File: config.mk
export PLATFORM = sky130hd
export DESIGN_NAME = load_store_unit
export DESIGN_NICKNAME = d
export VERILOG_FILES = /design/src/rtl/load_store_unit.sv
export SDC_FILE = /design/constraint.sdc
export NUM_CORES = 1
export LEC_CHECK = 0
export CAP_MARGIN = 10
export CORE_MARGIN = 2
export CORE_UTILIZATION = 42
export CTS_CLUSTER_SIZE = 14
export DETAILED_ROUTE_END_ITERATION = 8
export DONT_BUFFER_PORTS = 1
export PLACE_DENSITY = 0.52
export SETUP_SLACK_MARGIN = 0.3
export SLEW_MARGIN = 10
export SYNTH_ARGS = -nofsm -noshare
export SYNTH_HDL_FRONTEND = slang
export SYNTH_SLANG_ARGS = --single-unit
File: constraint.sdc
create_clock -name clk -period 4.2 [get_ports clk]
set_input_delay 0.63 -clock clk [delete_from_list [all_inputs] [get_ports clk]]
set_output_delay 0.63 -clock clk [all_outputs]
set_load 0.1 [all_outputs]
File: src/rtl/load_store_unit.sv
// MEM-stage load/store unit for a big-endian, byte-addressed data memory.
// Handles byte/half read-modify-write, load extension and access errors.
module load_store_unit #(
    parameter int ADDR_LIMIT = 256
) (
    input  logic        clk,
    input  logic        rst_n,
    input  logic        reqValid,
    output logic        reqReady,
    input  logic        reqStore,
    input  logic [1:0]  reqSize,
    input  logic        reqUnsigned,
    input  logic [31:0] reqAddress,
    input  logic [31:0] reqData,
    output logic        respValid,
    input  logic        respReady,
    output logic [31:0] respData,
    output logic        respError,
    output logic [31:0] memAddress,
    output logic [31:0] memWriteData,
    output logic        memRead,
    output logic        memWrite,
    input  logic [31:0] memReadData
);

    localparam logic [31:0] LIMIT = ADDR_LIMIT;

    typedef enum logic [2:0] {
        IDLE, LOAD, RMW_READ, WRITE, RESP
    } state_t;

    state_t state, stateNext;

    logic [1:0]  opSize;
    logic        opUnsigned;
    logic [1:0]  offset;
    logic [15:0] storeData;
    logic        accept;
    logic        reqError;
    logic [31:0] wordBase;
    logic [7:0]  laneByte;
    logic [15:0] laneHalf;
    logic [31:0] loadValue;
    logic [31:0] mergedWord;

    assign accept   = reqValid && (state == IDLE);
    assign wordBase = {reqAddress[31:2], 2'b00};

    always_comb begin
        reqError = 1'b0;
        if (reqSize == 2'b11)
            reqError = 1'b1;
        else if (reqSize == 2'b01 && reqAddress[0])
            reqError = 1'b1;
        else if (reqSize == 2'b10 && reqAddress[1:0] != 2'b00)
            reqError = 1'b1;
        else if (wordBase >= LIMIT)
            reqError = 1'b1;
    end

    always_ff @(posedge clk or negedge rst_n) begin
        if (!rst_n)
            state <= IDLE;
        else
            state <= stateNext;
    end

    always_comb begin
        stateNext = state;
        unique case (state)
            IDLE: begin
                if (reqValid) begin
                    if (reqError)
                        stateNext = RESP;
                    else if (!reqStore)
                        stateNext = LOAD;
                    else if (reqSize == 2'b10)
                        stateNext = WRITE;
                    else
                        stateNext = RMW_READ;
                end
            end
            LOAD:     stateNext = RESP;
            RMW_READ: stateNext = WRITE;
            WRITE:    stateNext = RESP;
            RESP:     if (respReady) stateNext = IDLE;
            default:  stateNext = IDLE;
        endcase
    end

    // Strobes decode from state so reset kills them asynchronously
    assign reqReady  = (state == IDLE);
    assign respValid = (state == RESP);
    assign memRead   = (state == LOAD) || (state == RMW_READ);
    assign memWrite  = (state == WRITE);

    always_comb begin
        laneByte = memReadData[7:0];
        unique case (offset)
            2'd0: laneByte = memReadData[31:24];
            2'd1: laneByte = memReadData[23:16];
            2'd2: laneByte = memReadData[15:8];
            2'd3: laneByte = memReadData[7:0];
            default: laneByte = memReadData[7:0];
        endcase
        laneHalf = offset[1] ? memReadData[15:0] : memReadData[31:16];
    end

    always_comb begin
        loadValue = memReadData;
        unique case (opSize)
            2'b00: loadValue = {{24{~opUnsigned & laneByte[7]}}, laneByte};
            2'b01: loadValue = {{16{~opUnsigned & laneHalf[15]}}, laneHalf};
            default: loadValue = memReadData;
        endcase
    end

    always_comb begin
        mergedWord = memReadData;
        if (opSize == 2'b00) begin
            unique case (offset)
                2'd0: mergedWord[31:24] = storeData[7:0];
                2'd1: mergedWord[23:16] = storeData[7:0];
                2'd2: mergedWord[15:8]  = storeData[7:0];
                2'd3: mergedWord[7:0]   = storeData[7:0];
                default: mergedWord = memReadData;
            endcase
        end else if (offset[1]) begin
            mergedWord[15:0] = storeData;
        end else begin
            mergedWord[31:16] = storeData;
        end
    end

    always_ff @(posedge clk or negedge rst_n) begin
        if (!rst_n) begin
            opSize       <= 2'b00;
            opUnsigned   <= 1'b0;
            offset       <= 2'b00;
            storeData    <= 16'h0;
            memAddress   <= 32'h0;
            memWriteData <= 32'h0;
            respData     <= 32'h0;
            respError    <= 1'b0;
        end else if (accept) begin
            opSize       <= reqSize;
            opUnsigned   <= reqUnsigned;
            offset       <= reqAddress[1:0];
            storeData    <= reqData[15:0];
            memAddress   <= wordBase;
            memWriteData <= reqData;
            respData     <= 32'h0;
            respError    <= reqError;
        end else if (state == LOAD) begin
            respData <= loadValue;
        end else if (state == RMW_READ) begin
            memWriteData <= mergedWord;
        end
    end

endmodule

Yosys cells after proc, flatten, opt, wreduce, memory -nomap -nowiden
Cells that the tools add are included.
{"block": "totals", "ff_bits": 119, "inputBits": 104, "out_inout_bits": 101, "word_cells": 65}
{"block": "op_classes", "n_lt_le_gt_ge": 1, "n_eq_ne": 14, "muxes": 25, "bitwise": 3, "n_reduce_logical": 13}
{"operator": "$mux 32", "count": 6}
{"operator": "$pmux 32 s2", "count": 1}
{"operator": "$mux 16", "count": 3}
{"operator": "$ge 32x9->1 const B", "count": 1}
{"operator": "$mux 8", "count": 4}
{"operator": "$pmux 8 s4", "count": 1}
{"operator": "$pmux 3 s4", "count": 1}
{"operator": "$mux 3", "count": 3}
{"operator": "$eq 2x2->1 const B", "count": 4}
{"operator": "$eq 2x1->1 const B", "count": 3}
{"operator": "$eq 3x2->1 const B", "count": 2}
{"operator": "$reduce_bool 2->1", "count": 3}
{"operator": "$mux 1", "count": 5}
{"operator": "$logic_not 2->1", "count": 2}
{"operator": "$ne 2x2->1 const B", "count": 2}
{"operator": "$reduce_and 2->1", "count": 2}
{"operator": "$eq 3x1->1 const B", "count": 1}
{"operator": "$eq 3x3->1 const B", "count": 1}
{"operator": "$logic_and 1x1->1", "count": 3}
{"operator": "$logic_not 3->1", "count": 1}
{"operator": "$and 1x1->1", "count": 2}
{"operator": "$mux 2", "count": 1}
{"operator": "$ne 2x1->1 const B", "count": 1}
{"operator": "$reduce_or 2->1", "count": 1}
{"operator": "other kinds (2)", "count": 2}

Logic depth before layout (Yosys ltp)
{"block": "depth", "word_depth": 8, "mapped_depth": 7}

Worst setup path before layout
No wires, ideal clock.
{"block": "synth_path", "kind": "reg2reg", "start": "register state[1]", "end": "register memAddress[10]", "arrival_ns": 3.600, "path_slack_ns": 0.481, "stages_incl_launch_ff": 8, "n_path_buf": 3, "synth_period_minus_slack_ns": 3.719, "cell_sequence": "dfrtp_1 > buf_6 > nor3_1 > nand2_1 > clkbuf_1 > clkbuf_1 > nand2_1 > nand2_1"}
{"block": "synth_between", "elab_chain_cells": 2}
{"element": "from (decl)", "line": "32", "source": "state_t state, stateNext;"}
{"element": "from (signal assigned)", "line": "65", "source": "state <= stateNext;"}
{"element": "$logic_not 3->1"}
{"element": "via reqReady", "line": "9", "source": "output logic reqReady,"}
{"element": "$logic_and 1x1->1", "line": "46", "source": "assign accept = reqValid && (state == IDLE);"}
{"element": "to (signal assigned)", "line": "150", "source": "memAddress <= wordBase;"}
{"element": "to (decl)", "line": "19", "source": "output logic [31:0] memAddress,"}
The timed path passes the listed nets, and every way through them passes these cells.
A chain may end at the register's enable or synchronous reset.

Worst setup path after layout
{"block": "layout_path", "start": "register state[1]", "end": "output memRead"}
{"block": "layout_between", "elab_chain_cells": 2}
{"element": "$eq 3x1->1 / $eq 3x2->1 (equally long branches)", "line": "94", "source": "assign memRead = (state == LOAD) || (state == RMW_READ);"}
{"element": "$logic_or 1x1->1 *", "line": "94"}
{"element": "to (decl)", "line": "21", "source": "output logic memRead,"}
Every way passes the cells marked *; elsewhere a longest branch is shown, timed or not.

==> results.json <==
{
  "synthesis.area_per_instance_um2": 9.637,
  "antenna_left": 0,
  "final_core_util": 0.4825,
  "seq_area_frac_synth": 0.5107,
  "cts-root-to-sink-buffers": 2,
  "initial_utilization": 0.4250,
  "worst_slew_margin_rel": 0.3051,
  "synth_flop_cell": "dfrtp_1",
  "synth_xor_area_frac": 0,
  "route.final.wire_length_mm": 18.95,
  "synth_top_family_by_area": "compound AO/OA/AOI/OAI gates",
  "ios": 205,
  "max_slew.worst_pin.slew_ns": 1.042,
  "grt_max_degree": 120,
  "critical_path_peak_fanout": 9,
  "post-synth-top-area-fraction": 0.5107,
  "leading_post_synthesis_cells_by_cell_area": "dfrtp_1 51%, nand2_1 11%, a21oi_1 3.1%, mux4_2 3.1%, mux2i_1 2.9%",
  "port_buffers": 0,
  "mostFrequentLayoutCell": "nand2_1",
  "die_width_um": 121.8,
  "hpwl_after_dpl_mm": 13.20,
  "muxShareOfSynthArea": 0.07361,
  "area_growth_pct": 13.54,
  "worst_setup_path_start_kind": "register",
  "core_area_mm2": 0.01372,
  "worst_skew_late_latency_ns": 0.42,
  "setup_tns_ns": 0,
  "yosys_warnings": 0,
  "async_flop_share": 1.000,
  "via_count_of_the_first_global_routing_pass": 4911,
  "floorplan.die.height_um": 121.8,
  "fillers": 1305,
  "drt-wirelength-per-cell_um": 24.23,
  "netlist-cell-type-count": 44,
  "final_hold_viol_count": 0,
  "synthSimpleGateAreaFrac": 0.1781,
  "detail_route.vias_per_cell": 6.212,
  "cp_data_arrival_time_ns": 2.09,
  "cts-resized-gates": 0,
  "synth_top_cell_by_area": "dfrtp_1",
  "top_library_cells_by_usage_in_the_layout_fill_and_taps_aside": "172 x nand2_1, 119 x dfrtp_1, 36 x a21oi_1",
  "vias": 4858,
  "pre_cts_slack_ns": 1.781,
  "fp.dieArea_mm2": 0.01484,
  "synthAdderAreaFrac": 0,
  "timing.hold.worst.class": "input port to asynchronous set/reset pin",
  "ys_ff_latch": 119,
  "synth_area_in_compound_gates": 0.1959,
  "antenna_found_initial": 0,
  "drc": 0,
  "number_of_buffers_created_by_cts": 17,
  "grtUsageTotal": 0.2614,
  "timing.clock.skew_ns": 0.01073,
  "row_count": 43,
  "timing.final.setup_violations": 0,
  "finalMaxSlewViolations": 0,
  "worst_setup_hold_path_clk_slew_ns": 0.06,
  "drtPass1Iterations": 7,
  "grt_pass1_wl_mm": 28.75,
  "outcome": "finished clean",
  "layout_cells_sized_above_1": 0.1398,
  "synth_enable_flop_cells": 0,
  "grt_setup_unrepaired": "no",
  "final.min_clock_period_ns": 2.716,
  "h-tree-depth": 4,
  "endpoint_kind": "output port",
  "slack_of_the_critical_path_ns": 1.484,
  "cts_root_buffer": "clkbuf_16",
  "drv.max_cap_violation_count": 0,
  "post-route-period-util": 0.6467,
  "routabilityCongestion": 0.8260,
  "gate_count_of_the_mapped_netlist": 605,
  "grt-ovfl-total": 0,
  "criticalPathCategory": "register to output port",
  "clock_sinks": 119,
  "timing.fmax_mhz": 368.2,
  "clock_tree_from_tritoncts": "built",
  "netlist_area_mm2": 0.005831,
  "cp_data_required_time_ns": 3.57,
  "drt_iter0_drc": 400,
  "fin_nets": 692
}
==> through the flow <==
step	std cells	area, um2	hold slack, ns
floorplan	606	5834	0.3344
global placement	748	5991	0.3384
detailed placement	748	5991	0.3386
CTS	781	6618	0.2024
global route	781	6618	0.2084
finish	782	6620	0.1471
==> Yosys cell counts, types with 8 or more instances <==
| library cell | count |
|---|---|
| a211oi_1 | 8 |
| a21o_1 | 8 |
| a21oi_1 | 36 |
| a221o_1 | 14 |
| a221o_2 | 10 |
| a2bb2oi_1 | 8 |
| buf_1 | 9 |
| buf_2 | 8 |
| clkbuf_1 | 30 |
| dfrtp_1 | 119 |
| mux2i_1 | 17 |
| mux4_2 | 8 |
| nand2_1 | 173 |
| nand3_1 | 8 |
| nor2_1 | 14 |
| nor4b_1 | 9 |
| o211ai_1 | 9 |
| o21ai_0 | 30 |
| o22ai_1 | 24 |
| or4_1 | 8 |
==> registers in the layout, indices dropped and copies added (netlist names) <==
register      cells
storeData        16
memAddress       30
respError         1
opSize            2
respData         32
memWriteData     32
opUnsigned        1
state             3
offset            2
==> path summary, 6_finish.rpt <==
| check | start | to | slack [ns] | cells past startpoint |
|---|---|---|---|---|
| min | rst_n | storeData[3]$_DFFE_PN0P_ | 0.15 | 1 |
| min in group clk | reqAddress[11] | memAddress[11]$_DFFE_PN0P_ | 0.32 | 2 |
| max | state[1]$_DFFE_PN0P_ | memRead | 1.48 | 2 |
| min reg2reg | storeData[9]$_DFFE_PN0P_ | storeData[9]$_DFFE_PN0P_ | 0.51 | 2 |
| max in group asynchronous | rst_n | respData[2]$_DFFE_PN0P_ | 3.54 | 1 |
| max reg2reg | offset[0]$_DFFE_PN0P_ | respData[29]$_DFFE_PN0P_ | 1.73 | 4 |
==> critical path: stages, from the launching register on <==
cell	delay [ns]
dfrtp_1	0.48
or3b_4	0.46
nand2_1	0.72
==> cell families (layout without fill, tap and decap cells) <==
kind of cell,count (synthesis),after routing
AND/OR/NAND/NOR,235,235
AO/OA/AOI/OAI,163,163
flip-flops,119,119
buffers and inverters,55,50
multiplexers,32,32
other,1,3
==> timing repair <==
action,CTS,global route
hold endpoints to repair,119,0
setup buffers,0,0
hold buffers,1,0
==> per-layer routing <==
metal	wire length, um	vias to the layer above	GRT usage	part of all wire
met4	356	0	0.09842	0.019
met1	7701	2434	0.3463	0.41
met3	1977	28	0.08521	0.10
li1	-	2155	-	-
met5	0	-	0	0
met2	8912	241	0.4005	0.47
==> final cells by class <==
cell class	instances	area [um2]	area share
inverters	4	15.01	0.002268
diodes	1	2.502	0.0003780
multi-input cells	432	2635	0.3980
clock inverters	12	152.6	0.02306
clock buffers	20	446.7	0.06747
flip-flops and latches	119	2978	0.4498
well taps	180	225.2	0.03402
repair buffers	14	165.2	0.02495
Power is not shown: default switching activity piles up to over one toggle a cycle in this logic, so the estimate is an artifact.
